**config.mk**
```make
export PLATFORM = sky130hd
export DESIGN_NAME = cmd_scheduler
export DESIGN_NICKNAME = d
export VERILOG_FILES = /design/src/rtl/cmd_scheduler.sv
export SDC_FILE = /design/constraint.sdc
export NUM_CORES = 1
export LEC_CHECK = 0
export BUFFER_PORTS_ARGS = -buffer_cell sky130_fd_sc_hd__buf_2
export CAP_MARGIN = 20
export CELL_PAD_IN_SITES_DETAIL_PLACEMENT = 0
export CELL_PAD_IN_SITES_GLOBAL_PLACEMENT = 1
export CORE_MARGIN = 4
export CORE_UTILIZATION = 32
export DETAILED_ROUTE_END_ITERATION = 10
export PLACE_DENSITY = 0.81
export SLEW_MARGIN = 20
export SYNTH_ARGS = -nofsm -noshare
export SYNTH_HDL_FRONTEND = slang
export SYNTH_SLANG_ARGS = --single-unit
```
**constraint.sdc**
```tcl
create_clock -name clk_50mhz -period 2.4 [get_ports clk_50mhz]
set_clock_uncertainty 0.2 [all_clocks]
set_input_delay 0.36 -clock clk_50mhz [delete_from_list [all_inputs] [get_ports clk_50mhz]]
set_output_delay 0.36 -clock clk_50mhz [all_outputs]
set_load 0.01 [all_outputs]
```
**src/rtl/cmd_scheduler.sv**
```systemverilog
// cmd_scheduler: opcode decoder that runs one function unit at a time and owns uart_tx.
// Optional watchdog/abort path enabled by defining CMD_SCHED_TIMEOUT_EN.
module cmd_scheduler #(
    parameter int unsigned          N_UNITS        = 6,
    parameter logic [N_UNITS*8-1:0] OPCODES        = {8'h24, 8'h23, 8'h72, 8'h71, 8'h22, 8'h21},
    parameter logic [7:0]           NAK_BYTE       = 8'h15,
    parameter logic [31:0]          TIMEOUT_CYCLES = 32'd50_000_000
) (
    input  logic                   clk_50mhz,
    input  logic                   reset,
    input  logic [7:0]             rx_data,
    input  logic                   rx_ready,
    input  logic                   tx_active,
    output logic [7:0]             tx_data,
    output logic                   tx_start,
    output logic [N_UNITS-1:0]     unit_activate,
    input  logic [N_UNITS-1:0]     unit_done,
    input  logic [N_UNITS*8-1:0]   unit_tx_data,
    input  logic [N_UNITS-1:0]     unit_tx_start,
    output logic [7:0]             state_code,
    output logic                   timeout_err
);

    localparam int SW = (N_UNITS > 1) ? $clog2(N_UNITS) : 1;

    typedef enum logic [1:0] {
        S_IDLE,
        S_RUN,
        S_NAK,
        S_DRAIN
    } state_t;

    state_t               state_q, state_n;
    logic [SW-1:0]        sel_q, sel_n;
    logic [N_UNITS-1:0]   act_q, act_n;
    logic [7:0]           txd_q, txd_n;
    logic                 txs_q, txs_n;
    logic [7:0]           code_q, code_n;

    logic                 hit;
    logic [SW-1:0]        hit_idx;
    logic                 sel_done;
    logic                 sel_txs;
    logic [7:0]           sel_txd;
    logic                 wd_hit;
    logic                 accept;

    // Opcode lookup: scan downward so the lowest matching index is kept.
    always_comb begin
        hit     = 1'b0;
        hit_idx = '0;
        for (int i = N_UNITS - 1; i >= 0; i--) begin
            if (rx_data == OPCODES[i*8 +: 8]) begin
                hit     = 1'b1;
                hit_idx = SW'(i);
            end
        end
    end

    assign sel_done = unit_done[sel_q];
    assign sel_txs  = unit_tx_start[sel_q];
    assign sel_txd  = unit_tx_data[{sel_q, 3'b000} +: 8];
    assign accept   = (state_q == S_IDLE) && rx_ready && hit;

`ifdef CMD_SCHED_TIMEOUT_EN
    logic [31:0] cnt_q, cnt_n;
    logic        err_q, err_n;

    assign wd_hit = (cnt_q == TIMEOUT_CYCLES - 32'd1);

    // Watchdog count runs only in RUN; the error flag is sticky until the next valid opcode.
    always_comb begin
        cnt_n = '0;
        err_n = err_q;
        if (state_q == S_RUN) begin
            cnt_n = cnt_q + 32'd1;
        end
        if (accept) begin
            err_n = 1'b0;
        end else if (state_q == S_RUN && !sel_done && wd_hit) begin
            err_n = 1'b1;
        end
    end

    // Watchdog registers.
    always_ff @(posedge clk_50mhz) begin
        if (!reset) begin
            cnt_q <= '0;
            err_q <= 1'b0;
        end else begin
            cnt_q <= cnt_n;
            err_q <= err_n;
        end
    end

    assign timeout_err = err_q;
`else
    assign wd_hit      = 1'b0;
    assign timeout_err = 1'b0;
`endif

    // Next-state and registered-output logic for the scheduler FSM.
    always_comb begin
        state_n = state_q;
        sel_n   = sel_q;
        act_n   = act_q;
        txd_n   = txd_q;
        txs_n   = 1'b0;
        code_n  = code_q;
        case (state_q)
            S_IDLE: begin
                code_n = 8'h00;
                if (rx_ready) begin
                    if (hit) begin
                        sel_n   = hit_idx;
                        act_n   = N_UNITS'(1) << hit_idx;
                        state_n = S_RUN;
                        code_n  = rx_data;
                    end else begin
                        state_n = S_NAK;
                        code_n  = 8'hEE;
                    end
                end
            end
            S_RUN: begin
                txd_n = sel_txd;
                txs_n = sel_txs;
                if (sel_done) begin
                    act_n   = '0;
                    txs_n   = 1'b0;
                    state_n = S_DRAIN;
                    code_n  = 8'h01;
                end else if (wd_hit) begin
                    act_n   = '0;
                    txs_n   = 1'b0;
                    state_n = S_NAK;
                    code_n  = 8'hEE;
                end
            end
            S_NAK: begin
                if (!tx_active) begin
                    txd_n   = NAK_BYTE;
                    txs_n   = 1'b1;
                    state_n = S_DRAIN;
                    code_n  = 8'h01;
                end
            end
            S_DRAIN: begin
                code_n = 8'h01;
                if (!rx_ready && !tx_active && !txs_q) begin
                    state_n = S_IDLE;
                    code_n  = 8'h00;
                end
            end
            default: begin
                state_n = S_DRAIN;
                act_n   = '0;
                code_n  = 8'h01;
            end
        endcase
    end

    // State and output registers; reset parks in DRAIN with every output low.
    always_ff @(posedge clk_50mhz) begin
        if (!reset) begin
            state_q <= S_DRAIN;
            sel_q   <= '0;
            act_q   <= '0;
            txd_q   <= '0;
            txs_q   <= 1'b0;
            code_q  <= '0;
        end else begin
            state_q <= state_n;
            sel_q   <= sel_n;
            act_q   <= act_n;
            txd_q   <= txd_n;
            txs_q   <= txs_n;
            code_q  <= code_n;
        end
    end

    assign unit_activate = act_q;
    assign tx_data       = txd_q;
    assign tx_start      = txs_q;
    assign state_code    = code_q;

endmodule
```
==> results of run 1 <==
-- through the flow --
step	power (mW)	instance area [µm²]	worst slack [ps]
floorplan	1.08	1830	393
global placement	1.29	2370	296
detailed placement	1.31	2370	242
CTS	1.56	2410	230
finish	1.54	2410	252
global route	1.68	2410	82.7
-- layout make-up --
class	count	area, µm²	share of cell area (%)
multi-input combinational	160	1180	49.0
sequential	28	561	23.2
timing repair buffer	99	508	21.1
tap	72	90.1	3.73
clock buffer	3	41.3	1.71
inverter	8	30.0	1.24
-- layer usage --
| metal | GRT usage [%] | up-vias | share of wire (%) |
|---|---|---|---|
| met2 | 25.7 | 45 | 47 |
| met4 | 3.65 | 0 | 1.2 |
| met1 | 21.0 | 866 | 47 |
| met3 | 3.16 | 8 | 5.0 |
| li1 | - | 951 | - |
| met5 | 0 | - | 0 |
-- power groups by stage --
stage          registers [mW]  clock network, mW  logic [mW]
2_1_floorplan           0.631                  0       0.452
3_3_place_gp            0.603                  0       0.691
3_5_place_dp            0.605                  0       0.701
4_1_cts                 0.595              0.262       0.704
5_1_grt                 0.608              0.282       0.792
6_report                0.594              0.250       0.695
-- how the worst min path moves through the flow --
stage,slack (ps),startpoint,endpoint,depth (start not counted)
final,200,rx_data[4],state_code[4],3
after global routing,220,rx_data[4],state_code[4],3
after CTS,190,rx_data[4],state_code[4],3
after detailed placement,240,state_code[2],state_code[2],2
after global placement,240,state_code[2],state_code[2],2
after floorplan,270,state_code[2],state_code[2],2
-- cell usage after synthesis (all sizes together) (2+ instances only) --
cell type | count | area share, %
dfxtp | 28 | 31
nand2 | 25 | 5.1
o21ai | 22 | 6.2
nor2 | 17 | 3.5
mux2i | 15 | 8.2
mux4 | 10 | 12
a21oi | 7 | 1.9
inv | 7 | 1.4
a22oi | 6 | 2.5
buf | 6 | 2.1
nor3 | 6 | 1.6
clkbuf | 5 | 1.0
ha | 4 | 2.7
nand4b | 4 | 1.9
nand2b | 3 | 1.0
nand3b | 3 | 1.2
nand4 | 3 | 1.0
o22ai | 3 | 1.0
o31ai | 3 | 1.2
a21o | 2 | 0.82
and2 | 2 | 0.82
and3 | 2 | 0.68
nor2b | 2 | 0.68
nor3b | 2 | 1.1
o211ai | 2 | 0.82
o311ai | 2 | 0.96
o31a | 2 | 0.96
xor2 | 2 | 0.96
-- sequential cells by signal (all words and copies together) (netlist names) --
signal and cells:
tx_start 1, state_code 8, sel_q 3, state_q 2, tx_data 8, unit_activate 6
-- layout by cell type, fill, tap and decap left out, drive strengths merged, types with 2 or more instances in the layout --
cell    instances
nand2          25
o21ai          22
nand2b          3
dfxtp          28
o211ai          2
nor2           17
nand4b          4
o22ai           3
o31ai           3
and2            2
nand3b          3
inv             7
buf            99
ha              4
nor2b           2
nor3            6
nor3b           2
o31a            2
clkbuf          3
and3            2
xor2            2
a21oi           7
a22oi           6
mux2i          15
mux4           10
o311ai          2
a21o            2
nand4           3
-- logic make-up after synthesis --
logic type,after synthesis,share of synthesized area (%)
AO/OA/AOI/OAI,55,19.5
XOR/XNOR,2,0.958
adder cells (fa/ha/maj),4,2.74
buffers and inverters,19,4.72
flip-flops,28,30.6
multiplexers,26,21.1
other,1,0.205
AND/OR/NAND/NOR,72,20.1
-- critical path: cells and delay by family (launching register included) --
kind / cells / cell delay [ps]
AND/OR/NAND/NOR: 1 / 130
multiplexers: 1 / 530
flip-flops: 1 / 420
AO/OA/AOI/OAI: 3 / 770
==> results.yml, run 1 <==
setup_path:
  cp-start-kind: "flop"
  reg2reg_setup_slack_ps: 250
  crit_path_top_delay_cell: "mux4_2"
  crit_path_end_kind: "flop"
  crit_path_start: "sel_q[0]"
  path_max_fanout: 4
  reg2reg_to: "state_q[0]"
  timing.rr.start: "sel_q[0]"
  reg2reg_depth: 5
  worstSetupPathType: "reg -> reg"
  crit_chain: "mux4_2 -> a221o_1 -> o2111ai_1 -> nand3_1 -> o31a_1"
  critPathMaxStageDelay_ps: 530
  endpoint: "state_q[0]"
  critPathRequiredTime_ps: 2360
  cp.arrival_ps: 2110
clock_network:
  clock_path_buffers: 2
  htree_levels: 1
  cts-hold-fix-buffers: 0
  cts_inserted_buffers: 3
  cts_resized: 0
  clockRootBuffer: "clkbuf_8"
  clk_pin_slew_ps: 90
  cts_sinks: 28
  cts_tree: "yes"
  cts_setup_buffers: 0
  insertion_delay_ps: 270
synth:
  async_reset_ff_share_pct: 0
  ys.flop_type: "dfxtp_1"
  synth_area_um2: 1830
  yosysSeqAreaShare_pct: 30.6
  ys_seq_elements: 28
  synth_area_per_cell_um2: 8.84
  syn-instance-count: 207
  synthDistinctLibCells: 47
  syn_nets: 283
  yosys_warnings: 0
  synth_edf_count: 0
finish:
  syn_to_final_growth_pct: 31.9
  antennaDiodeCount: 0
  layout-drive-gt1-share_pct: 39.3
  fillers: 594
  fin_cells: 370
  postLayoutCoreUtil_pct: 43.5
  layout.nets: 376
sta:
  fmax_ghz: 0.466
  timing.final.crit_share_pct: 89.5
  tns_ps: 0
  finalSetupViolCount: 0
  relSlewSlack_pct: 62.9
  tightestPinTransition_ps: 551
  timing.hold.ws_ps: 201
  rsz0062_at_grt: "false"
  drv_slew: 0
  hold_viol_final: 0
  fin_crit_ps: 2150
place:
  io_buffers: 94
  dp_hpwl_um: 4420
  place_congestion: 0.792
  dp_cells: 367
drt:
  dr.pass1.iters: 4
  routed_wl_um: 5320
  routedWlPerCell_um: 14.4
  drc: 0
  num_vias: 1870
  vias_per_cell: 5.05
  ant_nets: 0
  drtIter0Drc: 60
power:
  ir_drop_v: 0.000238
  cellPowerDensity_nw_per_um2: 638
  p_switching_mw: 0.582
  p_seq_share_pct: 38.6
  power_frac_clock_pct: 16.3
  combPwrFrac_pct: 45.2
  switching_share_pct: 37.8
  p_leak_nw: 1.07
  p_int_mw: 0.957
floorplan:
  fp.coreArea_um2: 5540
  die_area_um2: 6990
  die_x_um: 83.6
  row_count: 27
  start_util_pct: 33.0
  pin_count: 96
  dieHeight_um: 83.6
global_routing:
  antenna_found_initial: 0
  grt_max_degree: 21
  first_global_vias: 1959
  grt_usage_pct: 15.6
  grt_pass1_wl_um: 9260
  overflow: 0
run:
  cap_violations: 0
status:
  status: "completed"
worst_hold_path:
  hp-class: "in -> reg"
No activity file was read; power rests on OpenSTA's default activity.
==> inputs of run 2 (changes only) <==
--- a/config.mk
+++ b/config.mk
@@ -12,6 +12,7 @@
 export CORE_MARGIN = 4
 export CORE_UTILIZATION = 32
 export DETAILED_ROUTE_END_ITERATION = 10
+export GPL_TIMING_DRIVEN = 0
 export PLACE_DENSITY = 0.81
 export SLEW_MARGIN = 20
 export SYNTH_ARGS = -nofsm -noshare
==> run 2 against run 1 <==
Compared with the run above:
- combinational power increased by 4.5%
- die area unchanged
- sequential cell count unchanged
- first-iteration DRC count increased by 75%
- power increased by 5.1%
- sequential share of layout area decreased by 0.22 points
==> results.yml, run 2 (same netlist as run 1, synthesis figures left out) <==
drt:
  vias_per_cell: 5.09
  routedWlPerCell_um: 14.8
  num_vias: 1908
  drc: 0
  drtIter0Drc: 105
  ant_nets: 0
  routed_wl_um: 5530
  dr.pass1.iters: 4
setup_path:
  worstSetupPathType: "reg -> reg"
  path_buf_inv: 1
  cp.arrival_ps: 2170
  cp_top_family: "compound AO/OA/AOI/OAI gates"
  path_max_fanout: 10
  cp-start-kind: "flop"
  crit_path_end_kind: "flop"
  timing.rr.start: "sel_q[0]"
  crit_chain: "mux4_2 -> a221o_1 -> and2_4 -> buf_6 -> o211ai_1 -> o21ai_1"
  crit_path_start: "sel_q[0]"
  critPathMaxStageDelay_ps: 530
  crit_path_top_delay_cell: "mux4_2"
  critPathRequiredTime_ps: 2370
global_routing:
  grt_pass1_wl_um: 8860
  grt_max_degree: 16
  antenna_found_initial: 0
  grt_usage_pct: 15.2
  overflow: 0
  first_global_vias: 1848
power:
  p_leak_nw: 1.08
  ir_drop_v: 0.000373
  cellPowerDensity_nw_per_um2: 664
sta:
  finalSetupViolCount: 0
  fmax_ghz: 0.454
  fin_crit_ps: 2200
  timing.hold.ws_ps: 188
  timing.final.crit_share_pct: 91.8
  hold_viol_final: 0
  drv_slew: 0
  rsz0062_at_grt: "false"
  worst_slack_ps: 197
  tightestPinTransition_ps: 611
  relSlewSlack_pct: 59.2
  tns_ps: 0
clock_network:
  cts_setup_buffers: 0
  cts_tree: "yes"
  htree_levels: 1
  cts_inserted_buffers: 3
  cts_sinks: 28
  cts_resized: 0
  clockRootBuffer: "clkbuf_8"
  cts-hold-fix-buffers: 0
  clock_path_buffers: 2
  insertion_delay_ps: 280
  clk_pin_slew_ps: 100
floorplan:
  dieHeight_um: 83.6
  pin_count: 96
  row_count: 27
  die_area_um2: 6990
  die_x_um: 83.6
  start_util_pct: 33.0
  fp.coreArea_um2: 5540
worst_hold_path:
  min_from: "rx_data[6]"
  hp-class: "in -> reg"
finish:
  syn_to_final_growth_pct: 33.1
  final_cell_mix: "95 x buf_2, 28 x dfxtp_1, 25 x nand2_1, 17 x nor2_1, 17 x o21ai_0"
  fillers: 593
  layout-drive-gt1-share_pct: 38.3
  layout.nets: 380
  antennaDiodeCount: 0
  mostFrequentLayoutCell: "buf_2"
  postLayoutCoreUtil_pct: 43.9
place:
  dp_hpwl_um: 4530
  io_buffers: 92
  pre_cts_slack_ps: 155
  place_congestion: 0.881
run:
  cap_violations: 0
status:
  status: "completed"
## run 2: final cells by class
cell class	count	area (µm²)	share of cell area, %
Tap cell	72	90.1	3.70
Sequential cell	28	561	23.0
Clock buffer	4	55.1	2.26
Inverter	8	30.0	1.23
Timing Repair Buffer	92	460	18.9
Buffer	11	56.3	2.31
Multi-Input combinational cell	160	1180	48.6
## run 2: metal layers
metal / vias to the layer above / track usage, % / wire (µm)
li1: 963 / - / -
met3: 4 / 4.05 / 316
met1: 894 / 20.4 / 2590
met4: 0 / 2.92 / 27
met5: - / 0 / 0
met2: 47 / 24.5 / 2600
## run 2: path summary, 6_finish.rpt
kind                                 endpoint  slack [ps]  cells after the start
worst max-delay path            state_code[7]         200                      6
worst max register to register  state_code[7]         200                      6
worst min register to register  state_code[3]         260                      2
worst min-delay path            state_code[6]         190                      3
## run 2: worst reg2reg max path, delay by kind of cell (launching register included)
kind | cells | cell delay, ps
multiplexers | 1 | 530
buffers and inverters | 1 | 130
AND/OR/NAND/NOR | 1 | 190
AO/OA/AOI/OAI | 3 | 660
flip-flops | 1 | 380
## run 2: report_power, final
group          internal, mW  leakage [nW]  switching [mW]
Sequential            0.548         0.228          0.0449
Clock                 0.147        0.0288           0.151
Combinational         0.312         0.821           0.415
## run 2: stage by stage
step           instance area [µm²]  cells  power, mW
5_1_grt                       2430    375       1.74
3_3_place_gp                  2380    371       1.32
3_5_place_dp                  2380    371       1.33
4_1_cts                       2430    375       1.63
2_1_floorplan                 1830    207       1.08
6_report                      2430    375       1.62
==> inputs of run 3 (changes only) <==
--- a/config.mk
+++ b/config.mk
@@ -14,6 +14,7 @@
 export DETAILED_ROUTE_END_ITERATION = 10
 export GPL_TIMING_DRIVEN = 0
 export PLACE_DENSITY = 0.81
+export REMOVE_ABC_BUFFERS = 1
 export SLEW_MARGIN = 20
 export SYNTH_ARGS = -nofsm -noshare
 export SYNTH_HDL_FRONTEND = slang
==> run 3 against run 2 <==
Compared with the run above:
- maximum frequency down 2.2%
- power grew 2.7%
- register-to-register slack worse by 50 ps
- sequential cell count did not move
- first-iteration DRC count fell by 16%
- utilization decreased by 0.27 points
- count of clock-buffer cells in the layout is 1 lower
==> results.yml, run 3 (same netlist as run 1, synthesis figures left out) <==
floorplan:
  fp.coreArea_um2: 5540
  dieHeight_um: 83.6
  start_util_pct: 33.0
  die_area_um2: 6990
  pin_count: 96
  die_x_um: 83.6
  row_count: 27
setup_path:
  crit_chain: "mux4_2 -> a221o_1 -> o2111ai_1 -> nand3_1 -> o31a_1"
  path_max_fanout: 12
  reg2reg_depth: 5
  cp.arrival_ps: 2230
  crit_path_top_delay_cell: "mux4_2"
  cp_top_family: "compound AO/OA/AOI/OAI gates"
  timing.rr.start: "sel_q[0]"
  path_depth: 5
  reg2reg_setup_slack_ps: 150
  critPathMaxStageDelay_ps: 540
  path_buf_inv: 0
  cp-start-kind: "flop"
  critPathRequiredTime_ps: 2370
  crit_path_end_kind: "flop"
  reg2reg_to: "state_q[0]"
  worstSetupPathType: "reg -> reg"
finish:
  fin_cells: 367
  mostFrequentLayoutCell: "buf_2"
  layout-drive-gt1-share_pct: 39.0
  fillers: 602
  antennaDiodeCount: 0
  design_area_um2: 2420
  layout.nets: 372
  final_cell_mix: "94 x buf_2, 27 x dfxtp_1, 25 x nand2_1, 17 x nor2_1, 17 x o21ai_0"
  syn_to_final_growth_pct: 32.3
drt:
  dr.pass1.iters: 4
  ant_nets: 0
  highest_layer: "met4"
  num_vias: 1896
  met3_length_um: 187
  dr_wl_met2_um: 2820
  routed_wl_um: 5480
  routedWlPerCell_um: 14.9
  vias_per_cell: 5.17
  drtIter0Drc: 88
  wl_met1_um: 2410
  drc: 0
clock_network:
  cts_sinks: 28
  clock_path_buffers: 2
  insertion_delay_ps: 270
  cts_inserted_buffers: 3
  clk_pin_slew_ps: 100
  cts_tree: "yes"
  clockRootBuffer: "clkbuf_8"
  htree_levels: 1
place:
  dp_hpwl_um: 4380
  place_area_um2: 2330
  io_buffers: 94
  place_congestion: 0.816
  dp_cells: 362
sta:
  timing.final.crit_share_pct: 93.8
  relSlewSlack_pct: 54.1
  finalSetupViolCount: 0
  tightestPinTransition_ps: 682
  hold_viol_final: 0
  fin_crit_ps: 2250
  tns_ps: 0
  fmax_ghz: 0.444
  rsz0062_at_grt: "false"
  drv_slew: 0
status:
  status: "completed"
run:
  cap_violations: 0
power:
  cellPowerDensity_nw_per_um2: 686
  p_leak_nw: 1.07
  power_frac_clock_pct: 22.3
  p_seq_share_pct: 35.7
  ir_drop_v: 0.000350
  p_int_mw: 1.07
  combPwrFrac_pct: 42.0
  p_switching_mw: 0.596
  switching_share_pct: 35.9
worst_hold_path:
  holdPathEnd: "state_code[6]"
  holdPathStages: 3
  min_from: "rx_data[6]"
  hp-class: "in -> reg"
global_routing:
  first_global_vias: 1947
  grt_pass1_wl_um: 9070
  grt_max_degree: 22
  antenna_found_initial: 0
  overflow: 0
  grt_usage_pct: 15.3
-- run 3: layout make-up --
| class | instances | area [µm²] | share of cell area, % |
|---|---|---|---|
| Clock buffer | 3 | 41.3 | 1.71 |
| Clock inverter | 1 | 30.0 | 1.24 |
| Inverter | 8 | 30.0 | 1.24 |
| Multi-Input combinational cell | 160 | 1180 | 48.9 |
| Sequential cell | 28 | 564 | 23.3 |
| Tap cell | 72 | 90.1 | 3.72 |
| Timing Repair Buffer | 95 | 482 | 19.9 |
-- run 3: worst register-to-register path, cell delays in order, from the launching register on --
cell	delay [ps]
dfxtp_4	500
mux4_2	550
a221o_1	440
o2111ai_1	220
nand3_1	130
o31a_1	120
-- run 3: through the flow --
| step | worst slack, ps | total power [mW] | utilization [%] | hold slack (ps) |
|---|---|---|---|---|
| after global placement | -586 | 1.29 | 42.1 | 237 |
| after detailed placement | -179 | 1.31 | 42.1 | 243 |
| after CTS | 107 | 1.68 | 43.7 | 191 |
| after floorplan | -248 | 1.06 | - | 251 |
| final | 148 | 1.66 | 43.7 | 193 |
| after global routing | 2.32 | 1.80 | 43.7 | 217 |
-- run 3: worst max-delay path by stage --
stage | slack (ps) | to | start
after floorplan | -250 | state_q[0] | sel_q[0]
after CTS | 110 | state_q[0] | sel_q[0]
final | 150 | state_q[0] | sel_q[0]
after detailed placement | -180 | state_q[0] | sel_q[0]
after global placement | -590 | state_q[0] | sel_q[0]
after global routing | 2 | state_q[1] | sel_q[0]
-- run 3: layer usage --
metal | GRT usage (%) | up-vias
met5 | 0 | -
met4 | 2.92 | 0
met3 | 2.67 | 4
met2 | 27.8 | 39
met1 | 19.0 | 911
li1 | - | 942
-- run 3: timing repair --
item | CTS | global route
hold buffers | 0 | 0
resized for setup | 1 | 0
setup endpoints to repair | 17 | 0
buffers inserted | 1 | 0
-- run 3: power by group through the flow --
stage,sequential [mW],clock (mW),combinational [mW]
after floorplan,0.631,0,0.424
after global placement,0.602,0,0.693
after detailed placement,0.606,0,0.702
after CTS,0.594,0.382,0.703
after global routing,0.606,0.398,0.798
final,0.592,0.371,0.698
